==> src/rtl/oflow_core_result_write_arbiter.sv <==
// Round-robin arbiter that serialises per-PE {id, score} results of one registration
// set into the result buffer write port, then pulses done_set once every active PE is written.
module oflow_core_result_write_arbiter #(
    parameter int PE_NUM      = 24,
    parameter int ID_WIDTH    = 12,
    parameter int SCORE_WIDTH = 16,
    parameter int ADDR_WIDTH  = 10
) (
    input  logic                            clk,
    input  logic                            reset,
    input  logic                            start_set,
    input  logic [PE_NUM-1:0]               active_mask,
    input  logic [ADDR_WIDTH-1:0]           set_base_addr,
    input  logic [PE_NUM-1:0]               req_i,
    input  logic [PE_NUM*ID_WIDTH-1:0]      id_i,
    input  logic [PE_NUM*SCORE_WIDTH-1:0]   score_i,
    output logic [PE_NUM-1:0]               ack_o,
    output logic                            wr_en,
    output logic [ADDR_WIDTH-1:0]           wr_addr,
    output logic [ID_WIDTH+SCORE_WIDTH-1:0] wr_data,
    output logic                            busy,
    output logic                            done_set
);

    localparam int PTR_W  = (PE_NUM > 1) ? $clog2(PE_NUM) : 1;
    localparam int DATA_W = ID_WIDTH + SCORE_WIDTH;

    typedef enum logic [1:0] {
        ST_IDLE    = 2'd0,
        ST_COLLECT = 2'd1,
        ST_DONE    = 2'd2
    } state_t;

    state_t                  state_q, state_d;
    logic [PE_NUM-1:0]       pending_q, pending_d;
    logic [ADDR_WIDTH-1:0]   base_q, base_d;
    logic [PTR_W-1:0]        rr_ptr_q, rr_ptr_d;
    logic                    wr_en_q, wr_en_d;
    logic [ADDR_WIDTH-1:0]   wr_addr_q, wr_addr_d;
    logic [DATA_W-1:0]       wr_data_q, wr_data_d;

    logic [PE_NUM-1:0]       eligible_s;
    logic [PE_NUM-1:0]       grant_onehot_s;
    logic [PTR_W-1:0]        grant_idx_s;
    logic                    grant_found_s;
    logic [PTR_W:0]          cand_s;
    logic [PTR_W:0]          sum_s;

    // Round-robin search: first eligible PE at or after rr_ptr, wrapping at PE_NUM.
    always_comb begin
        eligible_s    = req_i & pending_q;
        grant_found_s = 1'b0;
        grant_idx_s   = '0;
        sum_s         = '0;
        cand_s        = '0;
        for (int i = 0; i < PE_NUM; i++) begin
            sum_s  = {1'b0, rr_ptr_q} + (PTR_W+1)'(i);
            cand_s = (sum_s >= (PTR_W+1)'(PE_NUM)) ? (sum_s - (PTR_W+1)'(PE_NUM)) : sum_s;
            if (!grant_found_s && eligible_s[cand_s[PTR_W-1:0]]) begin
                grant_found_s = 1'b1;
                grant_idx_s   = cand_s[PTR_W-1:0];
            end else begin
                grant_found_s = grant_found_s;
            end
        end
        grant_onehot_s = {{(PE_NUM-1){1'b0}}, 1'b1} << grant_idx_s;
    end

    // Next-state, grant and write-port decode.
    always_comb begin
        state_d   = state_q;
        pending_d = pending_q;
        base_d    = base_q;
        rr_ptr_d  = rr_ptr_q;
        wr_en_d   = 1'b0;
        wr_addr_d = wr_addr_q;
        wr_data_d = wr_data_q;
        ack_o     = '0;
        case (state_q)
            ST_IDLE: begin
                if (start_set) begin
                    pending_d = active_mask;
                    base_d    = set_base_addr;
                    state_d   = (active_mask != '0) ? ST_COLLECT : ST_DONE;
                end else begin
                    state_d = ST_IDLE;
                end
            end
            ST_COLLECT: begin
                if (grant_found_s) begin
                    ack_o     = grant_onehot_s;
                    pending_d = pending_q & ~grant_onehot_s;
                    rr_ptr_d  = (grant_idx_s == PTR_W'(PE_NUM-1)) ? '0 : (grant_idx_s + PTR_W'(1));
                    wr_en_d   = 1'b1;
                    wr_addr_d = base_q + ADDR_WIDTH'(grant_idx_s);
                    wr_data_d = {id_i[grant_idx_s*ID_WIDTH +: ID_WIDTH],
                                 score_i[grant_idx_s*SCORE_WIDTH +: SCORE_WIDTH]};
                    state_d   = (pending_d == '0) ? ST_DONE : ST_COLLECT;
                end else begin
                    state_d = ST_COLLECT;
                end
            end
            ST_DONE: begin
                state_d = ST_IDLE;
            end
            default: begin
                state_d = ST_IDLE;
            end
        endcase
    end

    // State and write-port registers; reset abandons any set in flight.
    always_ff @(posedge clk or posedge reset) begin
        if (reset) begin
            state_q   <= ST_IDLE;
            pending_q <= '0;
            base_q    <= '0;
            rr_ptr_q  <= '0;
            wr_en_q   <= 1'b0;
            wr_addr_q <= '0;
            wr_data_q <= '0;
        end else begin
            state_q   <= state_d;
            pending_q <= pending_d;
            base_q    <= base_d;
            rr_ptr_q  <= rr_ptr_d;
            wr_en_q   <= wr_en_d;
            wr_addr_q <= wr_addr_d;
            wr_data_q <= wr_data_d;
        end
    end

    assign wr_en    = wr_en_q;
    assign wr_addr  = wr_addr_q;
    assign wr_data  = wr_data_q;
    assign busy     = (state_q == ST_COLLECT) || (state_q == ST_DONE);
    assign done_set = (state_q == ST_DONE);

endmodule

==> config.mk <==
export PLATFORM = sky130hd
export DESIGN_NAME = oflow_core_result_write_arbiter
export DESIGN_NICKNAME = d
export VERILOG_FILES = /design/src/rtl/oflow_core_result_write_arbiter.sv
export SDC_FILE = /design/constraint.sdc
export NUM_CORES = 1
export LEC_CHECK = 0
export ABC_AREA = 1
export CAP_MARGIN = 30
export CORE_AREA = 2 2 309 311
export DETAILED_ROUTE_END_ITERATION = 8
export DIE_AREA = 0 0 311 313
export PLACE_DENSITY = 0.47
export SYNTH_ARGS = -nofsm -noshare
export SYNTH_HDL_FRONTEND = slang
export SYNTH_SLANG_ARGS = --single-unit
==> constraint.sdc <==
create_clock -name clk -period 7 [get_ports clk]
set_clock_uncertainty 0.15 [all_clocks]
set_input_delay 1.4 -clock clk [delete_from_list [all_inputs] [get_ports clk]]
set_output_delay 1.4 -clock clk [all_outputs]
set_load 0.01 [all_outputs]
* Yosys cells after proc, flatten, opt, wreduce, memory -nomap -nowiden *
Index checks and enable logic that the tools add are counted.

operators by class
  $add $sub $neg = 49
  $mul = 1
  order comparisons = 48
  eq/ne operators = 5
  shifts and indexed selects = 3
  mux-type cells = 133
  bitwise logic cells = 3
  reduce and logical (&&, ||, !) cells = 54

operators by type and width
  kind                                                        count
  variable part select 384 x 10 -> 16 bit                     1
  variable part select 288 x 10 -> 12 bit                     1
  two-way mux 5 bit                                           49
  less-than comparator 5 x 6 -> 1 bit, second input constant  24
  >= comparator 6 x 5 -> 1 bit, second input constant         23
  binary-select mux 1 bit (select 5 bit)                      24
  subtractor 5 bit, second input constant                     24
  two-way mux 24 bit                                          4
  two-way mux 1 bit                                           50
  adder 5 x 4 -> 6 bit, second input constant                 8
  adder 5 x 5 -> 6 bit, second input constant                 8
  bitwise AND 24 bit                                          2
  case mux 24 bit (2 select lines)                            1
  adder 5 x 3 -> 6 bit, second input constant                 4
  logical NOT 24 bit                                          1
  NOT 24 bit                                                  1
  nonzero test 24 bit                                         1
  left shift 1 x 5 -> 24 bit, first input constant            1
  logical AND 1 bit                                           23
  logical NOT 1 bit                                           23
  adder 5 x 2 -> 6 bit, second input constant                 2
  adder 10 x 5 -> 10 bit                                      1
  two-way mux 2 bit                                           4
  multiplier 5 x 2 -> 7 bit, second input constant            1
  13 further kinds                                            15

storage, ports and cells
  bits in registers = 80
  output and inout port bits = 65
  word-level logic and storage cells = 303

* Depth between registers and ports, before layout *
  depth after elaboration = 81
  mapped depth = 49
  depth with buffers taken out = 45

* Worst setup path before layout *
OpenSTA, ideal clock, no wires.

  kind = reg-to-output
  start = reg rr_ptr_q[1]
  end = out ack_o[7]
  data arrival time = 5.224 ns
  data required time = 5.450 ns
  path slack = 0.226 ns
  stages on the path, launching flop included = 34
  path through = dfrtp_1 buf_2 inv_2 buf_2 buf_2 ha_1 clkbuf_1 inv_1 clkbuf_1 nand3_1 nand3_1 nand3_1 nand2_1 nand3_4 nor2_8 nand4_4 nor2_4 nand4_4 nor2_4 nand4_2 nor2_4 nand4_4 nor2_4 nand2_4 nor2_8 nand3_4 nor2_1 inv_1 nand2_4 buf_2 buf_2 ha_1 inv_1 nor3_1

on the way
  cells in the longest elaborated chain, start to end = 77
  elaborated cells on any way between the ends = 240

ends and longest elaborated chain
  item                                                                           RTL line  text
  from (decl)                                                                    37        logic [PTR_W-1:0] rr_ptr_q, rr_ptr_d;
  from (signal assigned)                                                         126       rr_ptr_q <= rr_ptr_d;
  parallel branches: the longest is 75 deep, another holds adder 5 x 1 -> 6 bit  --
  two-way mux 24 bit *                                                           90        if (grant_found_s) begin
  two-way mux 24 bit *                                                           79        case (state_q)
  to (decl)                                                                      17        output logic [PE_NUM-1:0] ack_o,

Every way passes the cells marked *. The select of a mux whose other input is x is not followed.

* Final worst setup path *
  start = reg rr_ptr_q[1]
  end = out ack_o[18]

Same word-level chain as after synthesis.

==> impl_metrics.py <==
metrics = {
    "run_status": {
        "status": "completed",
    },
    "logic_synthesis": {
        "avgSynthCellArea_um2": 5.09,
        "yosysTopAreaCellShare": 0.273,
        "syn_area_um2": 15200,
        "yosys.area.top_type": "nand2_1",
        "synthTopCellsByArea": "nand2_1 (27%), dfrtp_1 (13%), nor2_1 (11%)",
        "synth_fp_nets": 3755,
        "synth_sequential_area_ratio": 0.131,
        "syn_inst": 2991,
        "synth_seq_cells": 80,
        "async_flop_share": 1.00,
        "yosysWarningCount": 0,
        "synth_edf_count": 0,
        "synth.distinct_cells": 52,
        "ys.flop_type": "dfrtp_1",
    },
    "place": {
        "routabilityCongestion": 0.939,
        "port_buffers": 797,
        "place_ws_ns": -0.898,
        "dp_hpwl_um": 102000,
    },
    "timing": {
        "finalCriticalPeriod_ns": 6.78,
        "setup_violations": 0,
        "hold_violations": 0,
        "tightest_slew_ns": 0.813,
        "slew_headroom": 0.458,
        "rsz0062_at_grt": "true",
        "setup_tns_ns": 0,
        "slew_viol_final": 0,
        "layout_setup_ws_ns": 0.220,
        "finalCritPeriodShare": 0.969,
        "max_freq_mhz": 147,
    },
    "critical_path": {
        "cp_common_cell": "buf_4",
        "start_kind": "flip-flop",
        "r2r_end": "wr_data[16]$_DFFE_PP0P_",
        "crit_fanout": 6,
        "cp-end-kind": "output pin",
        "crit_required_ns": 5.45,
        "cpMaxStageDelayCell": "dfrtp_2",
        "rr_startpoint": "rr_ptr_q[1]$_DFFE_PP0P_",
        "path_class": "flip-flop to output pin",
        "cpPeakStageDelay_ns": 0.43,
        "worstPathArrival_ns": 5.23,
        "rrSetupSlack_ns": 0.51,
        "r2r_cells": 36,
    },
    "floorplan": {
        "die-area_um2": 97300,
        "ios": 798,
        "die_h_um": 313,
        "initial_utilization": 0.162,
        "fp.dieW_um": 311,
        "fp-row-count": 113,
        "core_area_um2": 94200,
    },
    "routing": {
        "avgRoutedWirePerCell_um": 22.7,
        "drc": 0,
        "vias": 23800,
        "drt_wl_total_um": 122000,
        "final_antenna_net_count": 0,
        "vias_per_cell": 4.43,
        "first_iter_violations": 1702,
        "dr.pass1.iters": 6,
    },
    "cts": {
        "clkSinkCount": 80,
        "clkLatencyLatePin_ns": 0.40,
        "htreeDepth": 3,
        "clockRootBuffer": "clkbuf_16",
        "cts_max_path_buffers": 2,
        "cts_tree": "built",
        "numCtsBuffers": 9,
        "clk_pin_slew_ns": 0.10,
        "hold_buffers": 0,
    },
    "job": {
        "maxCapViolCount": 0,
    },
    "global_route": {
        "gr-total-overflow": 0,
        "first_global_vias": 23600,
        "track_usage": 0.241,
        "grt_pass1_wl_um": 169000,
        "grt_max_degree": 58,
        "antenna_found_initial": 27,
    },
    "min_path": {
        "min_to": "wr_addr[4]$_DFFE_PP0P_",
        "hold_class": "flip-flop to flip-flop",
        "min-delay-start": "wr_addr[4]$_DFFE_PP0P_",
        "hold_depth": 2,
    },
    "finish": {
        "layout-drive-gt1-share": 0.188,
        "syn_to_final_growth_pct": 88.9,
        "nets": 4850,
        "n_fill_cell": 10800,
    },
}
-- cell families (layout without fill, tap and decap cells) --
kind of cell             after synthesis  count (layout)  synth area share
XOR/XNOR                              21              21            0.0131
buffers and inverters                497            1597             0.141
other                                  0               9                 0
AND/OR/NAND/NOR                     2072            2072             0.586
adder cells (fa/ha/maj)               31              31            0.0255
flip-flops                            80              80             0.131
AO/OA/AOI/OAI                        290             290             0.103
-- critical path: cells and delay by family (launching register included) --
family	cells	cell delay, ns
compound gates	2	0.38
fa+ha+maj	1	0.33
buf+inv	15	2.27
flops	1	0.43
simple gates	12	1.37
-- metal layers --
layer,up-vias,GRT usage,wire length (um)
met5,-,0,95
met4,14,0.0736,3490
met3,116,0.0450,7480
met2,858,0.419,58800
met1,11100,0.301,52100
li1,11700,-,-
-- synth_stat cells, drive strengths merged (4+ instances only) --
library cell  number
a21oi            127
nor4               8
a22oi              6
inv              341
ha                31
o21bai             4
nand4            151
o211ai             7
dfrtp             80
o21a               5
a31oi              7
o21ai            124
nor3               7
or2               35
xnor2              6
xor2              15
nand2           1116
nand3            291
clkinv             5
clkbuf            29
buf              122
o22ai              4
nor2             458
-- worst max-delay path by stage --
stage,slack (ns),startpoint,to,depth (start not counted)
floorplan,0.23,rr_ptr_q[1]$_DFFE_PP0P_,ack_o[7],33
global placement,-0.86,req_i[17],ack_o[4],31
detailed placement,-0.90,req_i[18],ack_o[4],31
CTS,-0.01,req_i[22],ack_o[0],30
global route,-0.04,rr_ptr_q[1]$_DFFE_PP0P_,ack_o[11],34
finish,0.22,rr_ptr_q[1]$_DFFE_PP0P_,ack_o[18],30
-- cells in the final DEF (no fill, tap or decap), types with 5 or more instances in the layout --
| cell type | count |
|---|---|
| a21oi_1 | 123 |
| a22oi_1 | 6 |
| a31oi_1 | 7 |
| buf_12 | 18 |
| buf_2 | 17 |
| buf_4 | 399 |
| buf_6 | 23 |
| clkbuf_16 | 9 |
| clkdlybuf4s50_1 | 749 |
| clkinv_1 | 5 |
| dfrtp_1 | 76 |
| diode_2 | 9 |
| dlygate4sd2_1 | 14 |
| dlymetal6s2s_1 | 11 |
| ha_1 | 25 |
| inv_1 | 312 |
| inv_2 | 24 |
| nand2_1 | 1031 |
| nand2_2 | 69 |
| nand2_4 | 16 |
| nand3_1 | 221 |
| nand3_2 | 63 |
| nand3_4 | 7 |
| nand4_1 | 145 |
| nand4_4 | 6 |
| nor2_1 | 422 |
| nor2_2 | 12 |
| nor2_4 | 22 |
| nor3_1 | 5 |
| nor4_1 | 6 |
| o211ai_1 | 7 |
| o21a_1 | 5 |
| o21ai_0 | 94 |
| o21ai_1 | 16 |
| o21ai_2 | 12 |
| or2_1 | 6 |
| or2_2 | 29 |
| xor2_1 | 15 |
-- stage by stage --
stage	utilization	cell area [um^2]	std cells	hold WS, ns
after floorplan	-	15200	2991	0.305
after global placement	0.288	27200	5294	0.316
after detailed placement	0.288	27200	5294	0.317
after CTS	0.297	28000	5338	0.341
after global routing	0.305	28800	5361	0.368
final	0.306	28800	5365	0.338
-- layout make-up --
| class | count | area [um^2] | area share |
|---|---|---|---|
| multi-input combinational | 2414 | 12000 | 0.419 |
| antenna | 9 | 22.5 | 0.000783 |
| clock buffer | 9 | 225 | 0.00783 |
| timing repair buffer | 1235 | 11500 | 0.399 |
| tap | 1265 | 1580 | 0.0550 |
| sequential | 80 | 2010 | 0.0697 |
| clock inverter | 7 | 87.6 | 0.00304 |
| inverter | 346 | 1310 | 0.0457 |
-- flip-flops by register name (all words and copies together), names as in the netlist --
signal / flops
state_q: 2
wr_en: 1
base_q: 10
rr_ptr_q: 5
wr_addr: 10
pending_q: 24
wr_data: 28
-- repair_timing --
action / CTS / global route
cloned: 0 / 0
pin swaps: 54 / 83
endpoints found under the setup margin: 24 / 55
setup buffers: 30 / 18
gates resized for setup: 202 / 199
Power is left out: the tool's default activity adds up to more than one toggle a clock period on the data nets, which glitch-free logic cannot reach.
